`src/rtl/keypad_row_scanner.sv`:
```
// keypad_row_scanner: one-hot keypad row scan with dwell timing and key decode
module keypad_row_scanner #(
  parameter int SCAN_DIV = 1000
) (
  input  logic       clk,
  input  logic       reset,
  input  logic       enRow,
  input  logic       press,
  input  logic [3:0] col,
  output logic [3:0] row,
  output logic [3:0] key,
  output logic       keyValid
);
  localparam int CW = (SCAN_DIV > 1) ? $clog2(SCAN_DIV) : 1;
  localparam logic [63:0] KEYMAP = 64'hDF0E_C987_B654_A321;
  logic [CW-1:0] cnt_q, cnt_d;
  logic [3:0] row_q, row_d, key_q, key_d;
  logic key_valid_q, key_valid_d;
  logic wrap, col_ok;
  logic [1:0] ridx, cidx;
  assign ridx = {row_q[3] | row_q[2], row_q[3] | row_q[1]};
  assign cidx = {col[3] | col[2], col[3] | col[1]};
  assign col_ok = (col != 4'd0) && ((col & (col - 4'd1)) == 4'd0);
  assign wrap = cnt_q == CW'(SCAN_DIV - 1);
  // dwell count and row rotation; decode the pre-advance row on a clean single-column press
  always_comb begin
    cnt_d = enRow ? (wrap ? '0 : cnt_q + CW'(1)) : '0;
    row_d = (enRow && wrap) ? {row_q[2:0], row_q[3]} : row_q;
    key_valid_d = press && col_ok;
    key_d = key_valid_d ? KEYMAP[{ridx, cidx, 2'b00} +: 4] : key_q;
  end
  // state registers
  always_ff @(posedge clk) begin
    if (reset) begin
      cnt_q <= '0;
      row_q <= 4'b0001;
      key_q <= 4'h0;
      key_valid_q <= 1'b0;
    end else begin
      cnt_q <= cnt_d;
      row_q <= row_d;
      key_q <= key_d;
      key_valid_q <= key_valid_d;
    end
  end
  assign row = row_q;
  assign key = key_q;
  assign keyValid = key_valid_q;
endmodule
```
`config.mk`:
```
export PLATFORM = sky130hd
export DESIGN_NAME = keypad_row_scanner
export DESIGN_NICKNAME = d
export VERILOG_FILES = /design/src/rtl/keypad_row_scanner.sv
export SDC_FILE = /design/constraint.sdc
export NUM_CORES = 1
export LEC_CHECK = 0
export ABC_CLOCK_PERIOD_IN_PS = 2200
export CAP_MARGIN = 20
export CORE_MARGIN = 2
export CORE_UTILIZATION = 51
export CTS_CLUSTER_DIAMETER = 150
export DETAILED_ROUTE_END_ITERATION = 12
export PLACE_DENSITY = 0.77
export SLEW_MARGIN = 0
export SYNTH_ARGS = -nofsm -noshare
export SYNTH_HDL_FRONTEND = slang
export SYNTH_SLANG_ARGS = --single-unit
```
`constraint.sdc`:
```
create_clock -name clk -period 2.2 [get_ports clk]
set_clock_uncertainty 0.1 [all_clocks]
set_input_delay 0.44 -clock clk [delete_from_list [all_inputs] [get_ports clk]]
set_output_delay 0.44 -clock clk [all_outputs]
set_load 0.05 [all_outputs]
```
==> flow_metrics.env <==
export IMPL_dieWidth_um=48.96
export IMPL_synthCells=116
export IMPL_avgSynthCellArea_sq_um=8.888
export IMPL_cts_tree="yes"
export IMPL_clk_pin_slew_ns=0.09
export IMPL_dr_pass1_iters=4
export IMPL_grt_pass1_wl_um=3146
export IMPL_numCtsBuffers=3
export IMPL_hold_depth=1
export IMPL_synthTopCellsByArea="dfxtp_1, nor2_1, ha_1"
export IMPL_maxClockFrequency_ghz=0.4748
export IMPL_cp_slowest_cell="clkdlybuf4s50_1"
export IMPL_antenna_cells=0
export IMPL_worstPathArrival_ns=2.23
export IMPL_grt_setup_unrepaired="no"
export IMPL_overflow=0
export IMPL_hold_buffers=0
export IMPL_netlist_area_leader_share=0.3689
export IMPL_yosysTopAreaCell="dfxtp_1"
export IMPL_syn_num_nets=129
export IMPL_grt_antenna_before_repair=0
export IMPL_final_core_util=0.6611
export IMPL_yosys_warnings=0
export IMPL_synthArstFlopShare=0
export IMPL_cts_setup_buffers=0
export IMPL_crit_type="primary input to flop"
export IMPL_finalSetupViolCount=0
export IMPL_synth_edff_count=0
export IMPL_die_area_sq_mm=0.002397
export IMPL_wl_per_cell_um=11.58
export IMPL_path_depth=8
export IMPL_fill_cells=169
export IMPL_grt_usage=0.1659
export IMPL_cts_buffer_depth=2
export IMPL_worstPathRequired_ns=2.33
export IMPL_cp_start_kind="primary input"
export IMPL_critPathMaxStageDelay_ns=0.52
export IMPL_via_per_inst=5.187
export IMPL_tightest_slew_ns=0.5231
export IMPL_drive_gt1_frac=0.1583
export IMPL_endpoint_kind="flop"
export IMPL_rrSetupSlack_ns=0.43
export IMPL_root_buffer="clkbuf_4"
export IMPL_path_delay_family="compound AO/OA/AOI/OAI gates"
export IMPL_ys_ff_latch=19
export IMPL_drtIter0Drc=11
export IMPL_min_path_type="flop to flop"
export IMPL_grt_pass1_vias=747
export IMPL_slew_headroom=0.6423
export IMPL_total_power_mw=0.6132
export IMPL_drc_errors=0
export IMPL_yosysUniqueCellTypes=42
export IMPL_hpwl_um=1491
export IMPL_hold_violations=0
export IMPL_power_leakage_nw=0.5503
export IMPL_final_common_cell="dfxtp_1"
export IMPL_p_per_area_mw_per_mm2=477.6
export IMPL_critPathMaxFanout=4
export IMPL_die_h_um=48.96
export IMPL_status="complete, no violations"
export IMPL_initial_core_util=0.5309
export IMPL_ir_drop_uv=407.9
export IMPL_maxCapViolCount=0
export IMPL_port_buffers=16
export IMPL_crit_buf_inv=2
export IMPL_rr_worst_depth=5
export IMPL_synth_area_sq_mm=0.001031
export IMPL_coreArea_sq_mm=0.001942
export IMPL_final_max_slew_viol_count=0
export IMPL_via_count=861
export IMPL_crit_chain="clkdlybuf4s50_1 -> or2_4 -> inv_2 -> ha_1 -> nor2b_1 -> a211o_1 -> a2111oi_2 -> a31o_1"
export IMPL_top_level_ports=17
export IMPL_synthFlopType="dfxtp_1"
export IMPL_finish_net_count=153
export IMPL_wl_um=1923
export IMPL_clock_latency_ns=0.28
export IMPL_ant_nets=0
export IMPL_grt_max_degree=13
export IMPL_clkSinkCount=19
export IMPL_num_rows=16
export IMPL_gp_congestion=0.8498
export IMPL_area_delta_synth_final_pct=24.51
export IMPL_layout_common_cells="dfxtp_1, nor2_1, clkdlybuf4s50_1, buf_4, a21oi_1"
export IMPL_post_route_period_util=0.9574
export IMPL_period_minus_slack_ns=2.106
export IMPL_yosysSeqAreaShare=0.3689
export IMPL_cts_max_level=1
==> through the flow <==
step	hold slack [ns]	area [sq um]	instances	worst slack, ns	setup TNS [ns]
after CTS	0.3611	1276	166	0.06733	0
final	0.3510	1284	166	0.09373	0
after detailed placement	0.3471	1250	162	-0.2131	-0.6086
after global placement	0.3329	1250	162	-0.1896	-0.5358
after floorplan	0.3175	1031	116	0.3398	0
after global routing	0.3787	1284	166	0.01793	0
==> cell type report <==
cell class | count | area (sq um) | area share
clock buffers | 4 | 26.28 | 0.02047
inverters | 6 | 22.52 | 0.01754
multi-input cells | 86 | 608.1 | 0.4737
flip-flops and latches | 19 | 380.4 | 0.2963
well taps | 27 | 33.78 | 0.02632
repair buffers | 24 | 212.7 | 0.1657
==> worst reg2reg max path: cells and delay by family (launching register included) <==
family	cells	cell delay [ns]
and+or+nand+nor	1	0.41
AOI/OAI and AO/OA	2	0.27
buffers and inverters	1	0.17
muxes	1	0.27
DFF	1	0.44
==> power breakdown <==
group	internal, mW	leakage [nW]	switching (mW)	total (mW)
registers	0.350	0.154	0.00298	0.353
logic	0.0447	0.382	0.0508	0.0955
clock network	0.0702	0.0150	0.0946	0.165
total	0.465	0.550	0.148	0.613
==> flip-flops by register name, summed over array words and instances (netlist names) <==
register and flops:
key 4, cnt_q 10, keyValid 1, row 4
==> cells in the mapped netlist, drive strengths merged (2+ instances only) <==
library cell  instances
or2                   2
nand2b                2
mux2i                 3
buf                   5
a21oi                 7
xnor2                 2
dfxtp                19
nor2b                 3
nor2                 19
mux2                  2
a211o                 2
ha                    5
inv                   6
a2111oi               2
nor4b                 4
nand2                 5
xor2                  5
nor3                  3
a211oi                2
and3                  2
a31oi                 2
a21o                  2
==> layer usage <==
| metal | vias to the layer above | GRT usage | part of all wire | wire, um |
|---|---|---|---|---|
| met5 | - | 0 | 0 | 0 |
| met3 | 2 | 0.03681 | 0.019 | 37 |
| met1 | 395 | 0.2111 | 0.50 | 962 |
| li1 | 457 | - | - | - |
| met4 | 0 | 0.04286 | 0.0073 | 14 |
| met2 | 7 | 0.2831 | 0.47 | 907 |
==> final timing paths <==
kind | from | end
worst max register to register | row[3] | key[0]
worst min-delay path | cnt_q[0] | cnt_q[0]
worst min register to register | cnt_q[0] | cnt_q[0]
worst max-delay path | col[1] | key[1]
==> logic make-up after synthesis <==
| family | after synthesis | share of synthesized area |
|---|---|---|
| buffers and inverters | 11 | 0.04855 |
| adders and majority gates | 5 | 0.06068 |
| xor gates and xnor gates | 7 | 0.05947 |
| and+or+nand+nor | 47 | 0.2524 |
| DFF | 19 | 0.3689 |
| muxes | 5 | 0.05461 |
| AOI/OAI and AO/OA | 22 | 0.1553 |
==> repair_timing <==
| action | 4_1_cts | 5_1_grt |
|---|---|---|
| resized for setup | 0 | 2 |
| hold endpoints to repair | 0 | 0 |
| endpoints found under the setup margin | 0 | 2 |
Power figures use the tool's default switching activity.
==> RTL change, RTL diff (same settings) <==
The parameter `SCAN_DIV` goes from 1000 to 500.
--- a/src/rtl/keypad_row_scanner.sv
+++ b/src/rtl/keypad_row_scanner.sv
@@ -1,6 +1,6 @@
 // keypad_row_scanner: one-hot keypad row scan with dwell timing and key decode
 module keypad_row_scanner #(
-  parameter int SCAN_DIV = 1000
+  parameter int SCAN_DIV = 500
 ) (
   input  logic       clk,
   input  logic       reset,
Check against the original RTL: no difference found for any inputs over 10 cycles, from zero or initial values and one cycle with reset high; that may be too few to reach the edited logic, so the function may still have changed.
==> RTL change against the unedited design <==
Final area down 1.9%; total power increased by 4.7%; worst setup slack improved by 67 ps; register-to-register slack gained 130 ps; sequential cell count shrank 1; critical endpoint unchanged; synthesized area fell by 4.5%; combinational power up 1%; wire length increased by 12%.
==> RTL change: results (changes against the unedited design) <==
status=finished clean; later-pin clock latency in the skew report=300 ps (+20 ps); CP Launch Point=col[3]; Max rail drop VDD=0.000331 V (-19%); Post-DP HPWL=1590 um (+6.8%); top cells by area, synth=dfxtp_1 37%, ha_1 7.6%, nor2_1 5.7%; H-tree Lvls=1 (unchanged); Tightest Pin Transition=495 ps (-27.7 ps); Post-Synth Adder-Cell Area=7.62% (+1.6 points); Fill cells=154 (-8.9%); Nets=149 (-2.6%); R2R setup slack=560 ps (+130 ps); vias=880 (+2.2%); vias in the first global route=760 (+1.7%); Crit path largest cell delay=490 ps (-30 ps); die span in x=47.9 um (-2.1%); Hold Path Stages=1 (unchanged); complex-gate fraction of the synthesized area=16.3% (+0.73 points); mux contribution to synthesized area=4.07% (-1.4 points); placed inst area=1210 um^2 (-2.8%); Yosys cell types=41 (-2.4%); iteration-0 DRC count of the detailed router=30 (+19); Syn Nets=123 (-4.7%); Critical R2R Capture=row[0]; R2R depth=4 (-1); first-pass GRT wire length=3420 um (+8.6%); largest net degree at the start of global routing=13 (unchanged); share of layout cells above drive strength 1=18.7% (+2.8 points); cell count after synthesis=109 (-6.0%); final wirelength=2160 um (+12%); origin of the critical flop-to-flop path=cnt_q[0]; synth cell count leaders=18 x dfxtp_1, 15 x nor2_1, 6 x a21oi_1, 6 x ha_1; Largest register FFs=9 (-1); sequential area share after synthesis=36.6% (-0.30 points); CP top delay family=buffers and inverters; CP max FO=5 (+1); CTS buffer count=3 (unchanged); All-Layer GR Usage=21.4% (+4.8 points); Clock Pin Slew Worst Setup and Hold Paths=110 ps (+20 ps); initial antenna violation count=0 (unchanged); RePlAce Congestion=0.824 (-3.0%); Synth Area in XOR/XNOR=5.34% (-0.61 points); dpl ws=-248 ps (-35.3 ps); CTS Buffer Depth=2 (unchanged); CP arrival=2120 ps (-110 ps); Pleak=0.509 nW (-7.5%); Final Cycle Share=92.7% (-3.1 points); final non-filler cell total=159 (-4.2%); DRT Pass-1 Iters=4 (unchanged)
==> RTL change: changes by cell type in the layout (fill, tap and decap cells not counted), moves of 2 or more <==
cell     unedited run  this run
nor2_1             18        14
nand3_1             1         4
nor3_1              3         0
a21o_1              2         0
a31oi_1             2         0
nor4b_1             4         2
xor2_1              5         3
==> RTL change: kinds of logic after synthesis <==
kind of cell | after synthesis
and+or+nand+nor | 46
AOI/OAI and AO/OA | 21
DFF | 18
buffers and inverters | 8
xor gates and xnor gates | 6
adders and majority gates | 6
muxes | 4
==> RTL change: worst max-delay path by stage <==
| stage | end |
|---|---|
| floorplan | key[2] |
| global placement | key[2] |
| finish | key[1] |
| detailed placement | key[2] |
| CTS | key[2] |
| global route | key[2] |
==> RTL change: final cells by class <==
class                   count  area (um^2)  area share (%)
multi-input cells          83          601            47.7
clock buffers               4         36.3            2.88
repair buffers             24          213            16.9
flip-flops and latches     18          360            28.6
inverters                   5         18.8            1.49
well taps                  25         31.3            2.48
==> RTL change: stage by stage <==
stage                     hold slack (ps)  power, mW
after floorplan                       313      0.392
after global placement                327      0.435
after global routing                  382      0.677
final                                 358      0.642
after detailed placement              341      0.437
after CTS                             363      0.648
==> RTL change: power by group <==
group / internal, mW / switching [mW]
Sequential: 0.332 / 0.00313
Combinational: 0.0460 / 0.0507
Clock: 0.101 / 0.109
Total: 0.479 / 0.163
==> RTL change: what timing repair did <==
item / in CTS / in global routing
endpoints found under the hold margin: 0 / 0
endpoints found under the setup margin: 0 / 1
resized for setup: 0 / 2
==> RTL change: routing by layer <==
metal  share of wire [%]  up-vias  track usage, %
met4                0.56        0            6.49
li1                    -      442               -
met2                  46       33            31.5
met3                 5.3        2            4.53
met1                  49      403            30.9
met5                   0        -               0
